### config.mk
export PLATFORM = sky130hd
export DESIGN_NAME = binary_to_rns_flat
export DESIGN_NICKNAME = d
export VERILOG_FILES = /design/src/rtl/rns_pkg.sv /design/src/rtl/binary_to_rns_if.sv /design/src/rtl/rns_mod_accum.sv /design/src/rtl/binary_to_rns.sv /design/src/flat_wrapper.sv
export SDC_FILE = /design/constraint.sdc
export NUM_CORES = 1
export LEC_CHECK = 0
export CORE_MARGIN = 1
export CORE_UTILIZATION = 51
export DETAILED_ROUTE_END_ITERATION = 8
export PLACE_DENSITY = 0.8
export SYNTH_ARGS = -nofsm -noshare
export SYNTH_HDL_FRONTEND = slang
export SYNTH_HIERARCHICAL = 1
export SYNTH_SLANG_ARGS = --single-unit
### constraint.sdc
create_clock -name clock -period 2.6 [get_ports clock]
set_input_delay 0.52 -clock clock [delete_from_list [all_inputs] [get_ports clock]]
set_output_delay 0.52 -clock clock [all_outputs]
set_load 0.01 [all_outputs]
### src/rtl/rns_pkg.sv
// Shared definitions for the 9-bit RNS word (moduli 8, 7, 5; dynamic range 280),
// used by both the forward (binary-to-RNS) and reverse converters.
package rns_pkg;

  localparam int RNS_N    = 280;
  localparam int RNS_BITS = 9;

  localparam int M8 = 8;
  localparam int M7 = 7;
  localparam int M5 = 5;

  localparam int R8_HI = 8;
  localparam int R8_LO = 6;
  localparam int R7_HI = 5;
  localparam int R7_LO = 3;
  localparam int R5_HI = 2;
  localparam int R5_LO = 0;

  typedef enum logic [1:0] {
    ST_IDLE  = 2'd0,
    ST_SHIFT = 2'd1,
    ST_DONE  = 2'd2
  } b2r_state_t;

endpackage

### src/rtl/binary_to_rns_if.sv
// Input and output handshake bundle for the binary-to-RNS converter.
interface binary_to_rns_if #(
    parameter int W = 32
);
    // Both channels are valid/ready: a transfer happens on a rising edge where
    // valid && ready; valid and its data stay unchanged until that edge, and
    // ready never depends combinationally on valid.
    logic [W-1:0] in_data;
    logic         in_valid;
    logic         in_ready;
    logic [8:0]   out_bits;
    logic         out_overflow;
    logic         out_valid;
    logic         out_ready;

    modport master (
        output in_data, in_valid, out_ready,
        input  in_ready, out_bits, out_overflow, out_valid
    );

    modport slave (
        input  in_data, in_valid, out_ready,
        output in_ready, out_bits, out_overflow, out_valid
    );
endinterface

### src/rtl/rns_mod_accum.sv
// One Horner residue register: r <- (2r + bit) mod MOD, MSB first, with r < MOD kept invariant.
module rns_mod_accum #(
    parameter int MOD = 8
) (
    input  logic       clock,
    input  logic       reset,
    input  logic       clear,
    input  logic       en,
    input  logic       bit_in,
    output logic [2:0] r
);
    localparam logic [3:0] MODV = 4'(MOD);

    logic [3:0] w_t;

    // Since r < MOD, 2r+b < 2*MOD, so one conditional subtraction restores the invariant.
    always_comb w_t = {r, bit_in};

    always_ff @(posedge clock or posedge reset) begin
        if (reset) begin
            r <= 3'd0;
        end else if (clear) begin
            r <= 3'd0;
        end else if (en) begin
            r <= 3'((w_t >= MODV) ? (w_t - MODV) : w_t);
        end
    end
endmodule

### src/rtl/binary_to_rns.sv
// Forward RNS converter: shifts the binary input out MSB first through three
// parallel residue accumulators (mod 8, 7, 5) and presents the packed result.
module binary_to_rns
    import rns_pkg::*;
#(
    parameter int W = 32
) (
    input  logic                  clock,
    input  logic                  reset,
    binary_to_rns_if.slave        bus,
    output b2r_state_t            o_state
);
    localparam int CW = $clog2(W);

    b2r_state_t   r_state;
    logic [W-1:0] r_sh;
    logic [CW-1:0] r_cnt;
    logic         r_in_ready;
    logic         r_out_valid;
    logic         r_overflow;

    logic         w_clear;
    logic         w_en;
    logic         w_bit;
    logic [2:0]   w_r8;
    logic [2:0]   w_r7;
    logic [2:0]   w_r5;

    assign w_clear = (r_state == ST_IDLE) && bus.in_valid;
    assign w_en    = (r_state == ST_SHIFT);
    assign w_bit   = r_sh[W-1];

    always_ff @(posedge clock or posedge reset) begin
        if (reset) begin
            r_state     <= ST_IDLE;
            r_sh        <= '0;
            r_cnt       <= '0;
            r_in_ready  <= 1'b1;
            r_out_valid <= 1'b0;
            r_overflow  <= 1'b0;
        end else begin
            case (r_state)
                ST_IDLE: begin
                    if (bus.in_valid) begin
                        r_sh       <= bus.in_data;
                        r_cnt      <= CW'(W - 1);
                        r_overflow <= (bus.in_data >= W'(RNS_N));
                        r_in_ready <= 1'b0;
                        r_state    <= ST_SHIFT;
                    end
                end
                ST_SHIFT: begin
                    r_sh <= r_sh << 1;
                    if (r_cnt == '0) begin
                        r_out_valid <= 1'b1;
                        r_state     <= ST_DONE;
                    end else begin
                        r_cnt <= r_cnt - 1'b1;
                    end
                end
                ST_DONE: begin
                    if (bus.out_ready) begin
                        r_out_valid <= 1'b0;
                        r_in_ready  <= 1'b1;
                        r_state     <= ST_IDLE;
                    end
                end
                default: begin
                    r_state     <= ST_IDLE;
                    r_in_ready  <= 1'b1;
                    r_out_valid <= 1'b0;
                end
            endcase
        end
    end

    rns_mod_accum #(.MOD(M8)) u_acc8 (
        .clock(clock), .reset(reset), .clear(w_clear), .en(w_en), .bit_in(w_bit), .r(w_r8)
    );
    rns_mod_accum #(.MOD(M7)) u_acc7 (
        .clock(clock), .reset(reset), .clear(w_clear), .en(w_en), .bit_in(w_bit), .r(w_r7)
    );
    rns_mod_accum #(.MOD(M5)) u_acc5 (
        .clock(clock), .reset(reset), .clear(w_clear), .en(w_en), .bit_in(w_bit), .r(w_r5)
    );

    // Accumulators are frozen outside SHIFT, so the packed word is held through DONE.
    assign bus.out_bits     = {w_r8, w_r7, w_r5};
    assign bus.out_overflow = r_overflow;
    assign bus.out_valid    = r_out_valid;
    assign bus.in_ready     = r_in_ready;
    assign o_state          = r_state;
endmodule
### src/flat_wrapper.sv
// flat-port wrapper written by rule: the top's interface ports become plain ports
module binary_to_rns_flat import rns_pkg::*;
#(
    parameter int W = 32
)
  (clock, reset, o_state, bus_in_data, bus_in_valid, bus_out_ready, bus_in_ready, bus_out_bits, bus_out_overflow, bus_out_valid);
  binary_to_rns_if #(.W(W)) bus_i ();
  input  logic clock;
  input  logic reset;
  output b2r_state_t o_state;
  input wire logic [$bits(bus_i.in_data)-1:0] bus_in_data;
  input wire logic [$bits(bus_i.in_valid)-1:0] bus_in_valid;
  input wire logic [$bits(bus_i.out_ready)-1:0] bus_out_ready;
  output wire logic [$bits(bus_i.in_ready)-1:0] bus_in_ready;
  output wire logic [$bits(bus_i.out_bits)-1:0] bus_out_bits;
  output wire logic [$bits(bus_i.out_overflow)-1:0] bus_out_overflow;
  output wire logic [$bits(bus_i.out_valid)-1:0] bus_out_valid;
  assign bus_i.in_data = bus_in_data;
  assign bus_i.in_valid = bus_in_valid;
  assign bus_i.out_ready = bus_out_ready;
  assign bus_in_ready = bus_i.in_ready;
  assign bus_out_bits = bus_i.out_bits;
  assign bus_out_overflow = bus_i.out_overflow;
  assign bus_out_valid = bus_i.out_valid;
  binary_to_rns #(.W(W)) u_core (.clock(clock), .reset(reset), .bus(bus_i), .o_state(o_state));
endmodule
=== Yosys cells after proc, flatten, opt, wreduce, memory -nomap -nowiden ===
Index checks and enable logic that the tools add are counted.

* Bits in registers: 51
* Output and inout bits: 14
* Word-level logic and storage cells: 60
* Bits of input ports: 36

* Reduce and logical (&&, ||, !) cells: 11
* Bitwise operators: 2
* Order comparisons: 4
* $add $sub $neg: 4
* Mux-type cells: 24
* Eq/ne operators: 6

{| class="wikitable"
|+ Operators with widths
! cell !! number
|-
| case mux 32 bit (2 select lines) || 1
|-
| greater-or-equal comparator 32 x 9 -> 1 bit, second input constant || 1
|-
| 2-to-1 mux 32 bit || 1
|-
| 2-to-1 mux 3 bit || 9
|-
| AND reduction 3 bit || 4
|-
| 2-to-1 mux 5 bit || 2
|-
| case mux 5 bit (2 select lines) || 1
|-
| greater-or-equal comparator 4 x 3 -> 1 bit, second input constant || 2
|-
| 2-to-1 mux 2 bit || 3
|-
| != test 2 bit, second input constant || 3
|-
| case mux 1 bit (3 select lines) || 2
|-
| case mux 2 bit (3 select lines) || 1
|-
| subtractor 3 bit, second input constant || 2
|-
| zero test 5 bit || 1
|-
| subtractor 5 x 1 -> 5 bit, second input constant || 1
|-
| greater-or-equal comparator 4 bit, second input constant || 1
|-
| 2-to-1 mux 1 bit || 4
|-
| AND reduction 2 bit || 2
|-
| nonzero test 2 bit || 2
|-
| subtractor 3 x 1 -> 3 bit, second input constant || 1
|-
| == test 2 x 1 -> 1 bit, second input constant || 1
|-
| == test 2 bit, second input constant || 1
|-
| zero test 2 bit || 1
|-
| != test 2 x 1 -> 1 bit, second input constant || 1
|-
| other kinds (2) || 3
|}

=== Logic depth before layout (Yosys ltp) ===
Gate-level depths: netlist of the first run.

* Depth after elaboration: 4
* Gate-level depth with buffers: 8
* Depth with buffers taken out: 5

=== Cells and area by module ===
Netlist of the first run, hierarchy kept.

{| class="wikitable"
|+ Modules (own cells, without submodules)
! module !! times used !! sequential area each (µm²) !! area an instance (µm²) !! cells each
|-
| binary_to_rns || 1 || 1052.3 || 1996.9 || 194
|-
| rns_mod_accum at u_core.u_acc5 || 1 || 75.1 || 255.2 || 26
|-
| rns_mod_accum at u_core.u_acc7 || 1 || 75.1 || 178.9 || 18
|-
| rns_mod_accum at u_core.u_acc8 || 1 || 75.1 || 120.1 || 10
|}

=== Least setup slack after synthesis of the first run ===
OpenSTA, ideal clock, no wires.

* Path type: register to register
* Start point: register u_core.r_state[0] (netlist: u_core/o_state[0])
* End point: register u_core.u_acc5.r[1]
* Buffers on the path: 1
* Path slack: 0.606 ns
* Period minus slack after synthesis: 1.994 ns
* Stages on the path, launching flop included: 6
* Required time: 2.473 ns
* Data arrival time: 1.868 ns
* Setup time: 0.127 ns
* Path through: dfrtp_1 buf_2 nor3b_2 nand2b_4 a2111oi_4 a311o_1

* Longest elaborated chain between the ends: 3
* Elaborated cells between the ends (all ways): 5
* Those cells by class: 1 x eq/ne; 1 x mux; 3 x reduce/logical

{| class="wikitable"
|+ Ends and longest elaborated chain
! element !! RTL line !! text
|-
| start: declaration || binary_to_rns.sv:15 || <nowiki>b2r_state_t r_state;</nowiki>
|-
| start signal: assignment || binary_to_rns.sv:35 || <nowiki>r_state <= ST_IDLE;</nowiki>
|-
| start signal: assignment || binary_to_rns.sv:49 || <nowiki>r_state <= ST_SHIFT;</nowiki>
|-
| start signal: assignment || binary_to_rns.sv:56 || <nowiki>r_state <= ST_DONE;</nowiki>
|-
| zero test 2 bit (*) || binary_to_rns.sv:29 || <nowiki>assign w_clear = (r_state == ST_IDLE) && bus.in_valid;</nowiki>
|-
| logical AND 1 bit (*) || binary_to_rns.sv:29 ||
|-
| net u_core.w_clear || binary_to_rns.sv:22 || <nowiki>logic w_clear;</nowiki>
|-
| 2-to-1 mux 3 bit / nonzero test 2 bit (equally long branches) || n/a ||
|-
| end signal: assignment || rns_mod_accum.sv:25 || <nowiki>r <= 3'((w_t >= MODV) ? (w_t - MODV) : w_t);</nowiki>
|-
| end: declaration || rns_mod_accum.sv:10 || <nowiki>output logic [2:0] r</nowiki>
|}

The timed path passes the listed nets; every way through them passes the cells marked *.
A chain may end at the register's enable or synchronous reset.

=== Worst setup path after layout of the first run ===
* Start point: register u_core.r_state[0] (netlist: u_core/o_state[0])
* End point: output o_state[0]

{| class="wikitable"
|+ RTL lines
! element !! RTL line !! text
|-
| end: declaration || flat_wrapper.sv:10 || <nowiki>output b2r_state_t o_state;</nowiki>
|}

No word-level cell between the ends.

==> results of run 1 <==
[worst max path at each step]
| stage | end | slack, ns | cells after the start |
|---|---|---|---|
| floorplan | u_core/u_acc5/r[1] | 0.61 | 5 |
| global placement | u_core/u_acc5/r[1] | 0.44 | 6 |
| detailed placement | u_core/u_acc5/r[1] | 0.39 | 6 |
| CTS | o_state[0] | 0.59 | 1 |
| global route | o_state[0] | 0.52 | 1 |
| finish | o_state[0] | 0.61 | 1 |
[flip-flops by register name, indices dropped and copies added, names as in the netlist, 2 cells and up]
register / count
u_core/u_acc8/r: 3
u_core/r_cnt: 5
u_core/u_acc7/r: 3
u_core/u_acc5/r: 3
u_core/o_state: 2
u_core/r_sh: 32
[through the flow]
step | std cells | hold WS [ns] | instance area, sq um
global route | 365 | 0.491 | 3230
CTS | 365 | 0.472 | 3230
floorplan | 248 | 0.274 | 2550
detailed placement | 357 | 0.457 | 3120
global placement | 357 | 0.454 | 3120
finish | 365 | 0.474 | 3230
[where the power goes]
| part | switching [mW] | internal [mW] | total, mW |
|---|---|---|---|
| sequential | 0.274 | 1.15 | 1.42 |
| combinational | 0.605 | 0.683 | 1.29 |
| clock | 0.251 | 0.242 | 0.493 |
| total | 1.13 | 2.07 | 3.21 |
[cells in the mapped netlist, drive strengths merged (2+ instances only)]
library cell and instances:
a2111oi 2, a211oi 2, a21o 3, a21oi 6, a311o 2, buf 9, clkbuf 5, dfrtp 50
ha 4, inv 12, mux2i 36, nand2 35, nand2b 3, nand3 3, nand3b 2, nor2 11
nor2b 2, nor3 3, nor3b 2, nor4 5, o21ai 37
[cell families after synthesis]
group,after synthesis,share of synthesized area
and+or+nand+nor,70,0.136
adders and majority gates,4,0.0196
DFF,51,0.501
buffers and inverters,26,0.0461
muxes,37,0.146
AOI/OAI and AO/OA,60,0.152
[per-layer routing]
metal / part of all wire / global-route usage / vias up
met5: 0 / 0 / -
met4: 0.018 / 0.0763 / 0
met3: 0.043 / 0.0608 / 9
met2: 0.47 / 0.363 / 48
met1: 0.47 / 0.302 / 961
li1: - / - / 974
[tightest hold or removal path: cells and delay by family (launching register included)]
kind                   cells  cell delay [ns]
buffers and inverters      1             0.04
DFF                        1             0.38
AOI/OAI and AO/OA          1             0.05
[cell type report]
type | instances | area, sq um | area share
Tap cell | 67 | 83.8 | 0.0260
Multi-Input combinational cell | 171 | 1170 | 0.364
Sequential cell | 51 | 1280 | 0.396
Inverter | 12 | 45.0 | 0.0140
Clock inverter | 1 | 7.51 | 0.00233
Timing Repair Buffer | 56 | 543 | 0.168
Clock buffer | 7 | 96.3 | 0.0298
==> out/summary.txt, run 1 <==
Main synth FF type - dfrtp_1
drt wl/cell - 14.4 um
final hold violations - 0
Leak - 1.51 nW
Tot Pwr - 3.21 mW
Worst Setup Path Type - flip-flop to output port
initial DRC count - 129
total wire length - 5270 um
layout cells sized above 1 - 0.0872
most frequent cells in the layout - 50 x dfrtp_1, 49 x clkdlybuf4s50_1, 37 x o21ai_0
DRC Markers - 0
Synth Instances - 248
FF-to-FF setup slack - 0.78 ns
most common cell after layout, fill and taps aside - dfrtp_1
Worst Path Max Fanout - 9
ANT cells - 0
Worst Path Required - 2.08 ns
ratio of final minimum period to clock period - 0.766
post-synthesis register bit count - 51
Seq/Total Area, Yosys - 0.501
Pre-Repair DR Iteration Count - 4
Fillers - 411
worst slack at placement - 0.389 ns
sum of buffers and inverters on the critical path - 1
Nets - 337
DIE AREA - 0.00529 sq mm
CP Launch Point - u_core/o_state[0]
Synth area leader - dfrtp_1
actual slew at the worst max-slew pin - 0.567 ns
Vias - 1,992
status - complete, no violations
PostCTS Resize Cnt - 0
Ports - 50
CTS hold repair buffers - 0
vias in the first global route - 1,938
clk sinks - 51
hold endpoint - u_core/bus.in_ready
Finish-stage setup viols - 0
Worst Min Path Start - u_core/bus.in_ready
reg2reg start - u_core/o_state[0]
reg2reg end - u_core/u_acc5/r[0]
CTS root buffer - clkbuf_8
cell chain of the critical path - clkdlybuf4s50_1
fin util - 0.679
Clk Latency, worst-skew pair - 0.30 ns
Hold Path Class - flip-flop to flip-flop
Max-Cap Viols - 0
initial antenna violation count - 0
clock-pin slew on the worst setup and hold paths - 0.09 ns
total clock buffers created by CTS - 5
CP max stage cell - clkdlybuf4s50_1
Max Fclk - 502 MHz
initial core utilization - 0.537
Core Area - 0.00475 sq mm
largest cells by area after synthesis - dfrtp_1 49%, mux2i_1 14%, o21ai_0 7.3%
largest net degree at the start of global routing - 64
top cell type's share of synthesized area - 0.490
port buffer count - 49
Total GRT Usage - 0.228
DR vias/cell - 5.46
Syn. warnings - 6
Slew headroom - 0.612
Cell Rows - 25
Syn Nets - 288
RSZ-0062 raised after global routing - no
TritonCTS clock tree - built
worst-case clock buffer depth - 2
worst setup margin - 0.609 ns
r2r worst-path depth - 5
Yosys cell types - 42
WHS Path Cells - 2
Synth Area per Inst - 10.3 sq um
Die Height - 72.7 um
data arrival time of the critical path - 1.47 ns
CP top delay family - buffers and inverters
Async SR Flop Fraction - 1.00
CP peak stage delay - 0.61 ns
Power Density - 993 mW/mm^2
crit path launch type - flip-flop
RD Place Congestion - 0.742
P&R area growth vs syn - 26.5%
post-CTS setup buffers - 0
Post-Syn Area - 0.00255 sq mm
Max H-tree Level - 2
gr ovfl total - 0
detailed placement HPWL - 3770 um
number of max-slew violations in the final report - 0
die width - 72.7 um
min cycle time layout - 1.99 ns
setup_tns - 0 ns
Critical Path End Type - output port
Post-synth EDFFs - 0
first-pass GRT wire length - 9140 um
Layout Skew - 0.00562 ns
antenna-violating nets left - 0
maximum vdd drop - 0.000476 V
(Power assumes the default switching activity.)
==> run 2: changes to the inputs <==
Settings changed: CORE_UTILIZATION 51 to 46, PLACE_DENSITY 0.8 to 0.76.
Clock period 2.6 ns to 1.8 ns, I/O delays scaled along.
==> out/summary.txt, run 2 (same netlist as run 1, synthesis figures left out) <==
CP top delay family - buffers and inverters
Fillers - 429
DIE AREA - 0.00585 sq mm
Tot Pwr - 4.63 mW
post-CTS setup buffers - 0
dpl cell area - 0.00330 sq mm
first-pass GRT wire length - 9050 um
FF-to-FF setup slack - 0.14 ns
number of max-slew violations in the final report - 0
P&R area growth vs syn - 33.2%
worst-case clock buffer depth - 2
biggest regs - u_core/r_sh: 32 flops, u_core/r_cnt: 5 flops
port buffer count - 49
CTS hold repair buffers - 0
RSZ-0062 raised after global routing - no
CP peak stage delay - 0.58 ns
cell chain of the critical path - clkdlybuf4s50_1
layout cells sized above 1 - 0.137
largest net degree at the start of global routing - 37
r2r worst-path depth - 5
ANT cells - 0
die width - 76.5 um
ratio of final minimum period to clock period - 0.961
vias in the first global route - 1,941
reg2reg end - u_core/r_cnt[0]
Worst Setup Path Type - flip-flop to output port
Nets - 353
sum of buffers and inverters on the critical path - 1
Max-Cap Viols - 0
drt wl/cell - 13.6 um
Leak - 1.61 nW
Max Fclk - 578 MHz
Slew headroom - 0.668
Core Area - 0.00524 sq mm
Vias - 2,006
number of flip-flops under the largest register name - 32
reg2reg start - u_core/r_cnt[0]
actual slew at the worst max-slew pin - 0.493 ns
maximum vdd drop - 0.000730 V
DRC Markers - 0
gr ovfl total - 0
antenna-violating nets left - 0
Power Density - 1360 mW/mm^2
TritonCTS clock tree - built
FF+latch area - 0.00128 sq mm
detailed placement HPWL - 3930 um
total wire length - 5220 um
hold_ws - 0.339 ns
Worst Path Required - 1.44 ns
crit path launch type - flip-flop
clk sinks - 51
Hold Path Class - input pin to asynchronous set/reset pin
Layout Skew - 0.0113 ns
Multi-input gate area - 0.00119 sq mm
worst slack at placement - -0.250 ns
Die Height - 76.5 um
data arrival time of the critical path - 1.37 ns
clock-pin slew on the worst setup and hold paths - 0.08 ns
Clk Latency, worst-skew pair - 0.30 ns
initial core utilization - 0.487
worst setup margin - 0.0698 ns
DR vias/cell - 5.22
Cell Rows - 26
Finish-stage setup viols - 0
setup_tns - 0 ns
RD Place Congestion - 0.821
total clock buffers created by CTS - 5
Pre-Repair DR Iteration Count - 4
Ports - 50
Critical Path End Type - output port
Total GRT Usage - 0.193
Biggest register - u_core/r_sh
initial antenna violation count - 0
min cycle time layout - 1.73 ns
Worst Path Max Fanout - 8
final hold violations - 0
initial DRC count - 110
CTS root buffer - clkbuf_8
CP max stage cell - clkdlybuf4s50_1
cell area after layout - 0.00340 sq mm
most frequent cells in the layout - 49 x clkdlybuf4s50_1, 49 x dfrtp_1, 37 x o21ai_0
Max H-tree Level - 2
status - complete, no violations
## run 2: changes by cell type in the layout (fill, tap and decap cells not counted), moves of 2 or more
cell	previous run	this run
clkbuf_1	0	2
buf_4	7	19
buf_12	0	4
clkbuf_8	7	5
## run 2: area by class of cell
class / instances / area share
clock inverters: 1 / 0.00147
clock buffers: 7 / 0.0225
repair buffers: 72 / 0.210
multi-input cells: 171 / 0.351
flip-flops and latches: 51 / 0.376
inverters: 12 / 0.0133
well taps: 70 / 0.0258
## run 2: report_power, final
part           internal (mW)  switching [mW]
Sequential              1.66           0.391
Combinational           1.07           0.886
Clock                  0.273           0.346
## run 2: worst max-delay path by stage
stage / startpoint / slack (ns) / depth (start not counted) / to
6_report: u_core/o_state[1] / 0.07 / 1 / o_state[1]
5_1_grt: u_core/u_acc5/r[1] / 0.005 / 1 / bus_out_bits[1]
4_1_cts: u_core/u_acc5/r[1] / 0.05 / 1 / bus_out_bits[1]
3_5_place_dp: bus_in_data[30] / -0.25 / 5 / u_core/bus.out_overflow
3_3_place_gp: bus_in_data[30] / -0.28 / 5 / u_core/bus.out_overflow
2_1_floorplan: u_core/o_state[0] / 0.008 / 5 / u_core/u_acc5/r[1]
## run 2: routing by layer
metal | wire [um] | share of wire | vias up | GRT usage
met1 | 2450 | 0.47 | 942 | 0.254
met4 | 38 | 0.0073 | 0 | 0.0519
met2 | 2500 | 0.48 | 52 | 0.318
met5 | 0 | 0 | - | 0
li1 | - | - | 1008 | -
met3 | 231 | 0.044 | 4 | 0.0467
## run 2: timing repair
| item | in CTS | in global routing |
|---|---|---|
| endpoints found under the setup margin | 1 | 1 |
| gates resized for setup | 1 | 2 |
| pin swaps | 0 | 0 |
## run 2: metrics by stage
| step | util | instances |
|---|---|---|
| final | 0.649 | 384 |
| after global routing | 0.649 | 384 |
| after CTS | 0.647 | 384 |
| after detailed placement | 0.631 | 376 |
| after global placement | 0.631 | 376 |
| after floorplan | - | 248 |
==> run 3: changes to the inputs <==
Settings changed: CTS_CLUSTER_SIZE from default to 28.
==> results of run 3 <==
The final DEF is identical to that of run 2; final timing and power are the same.
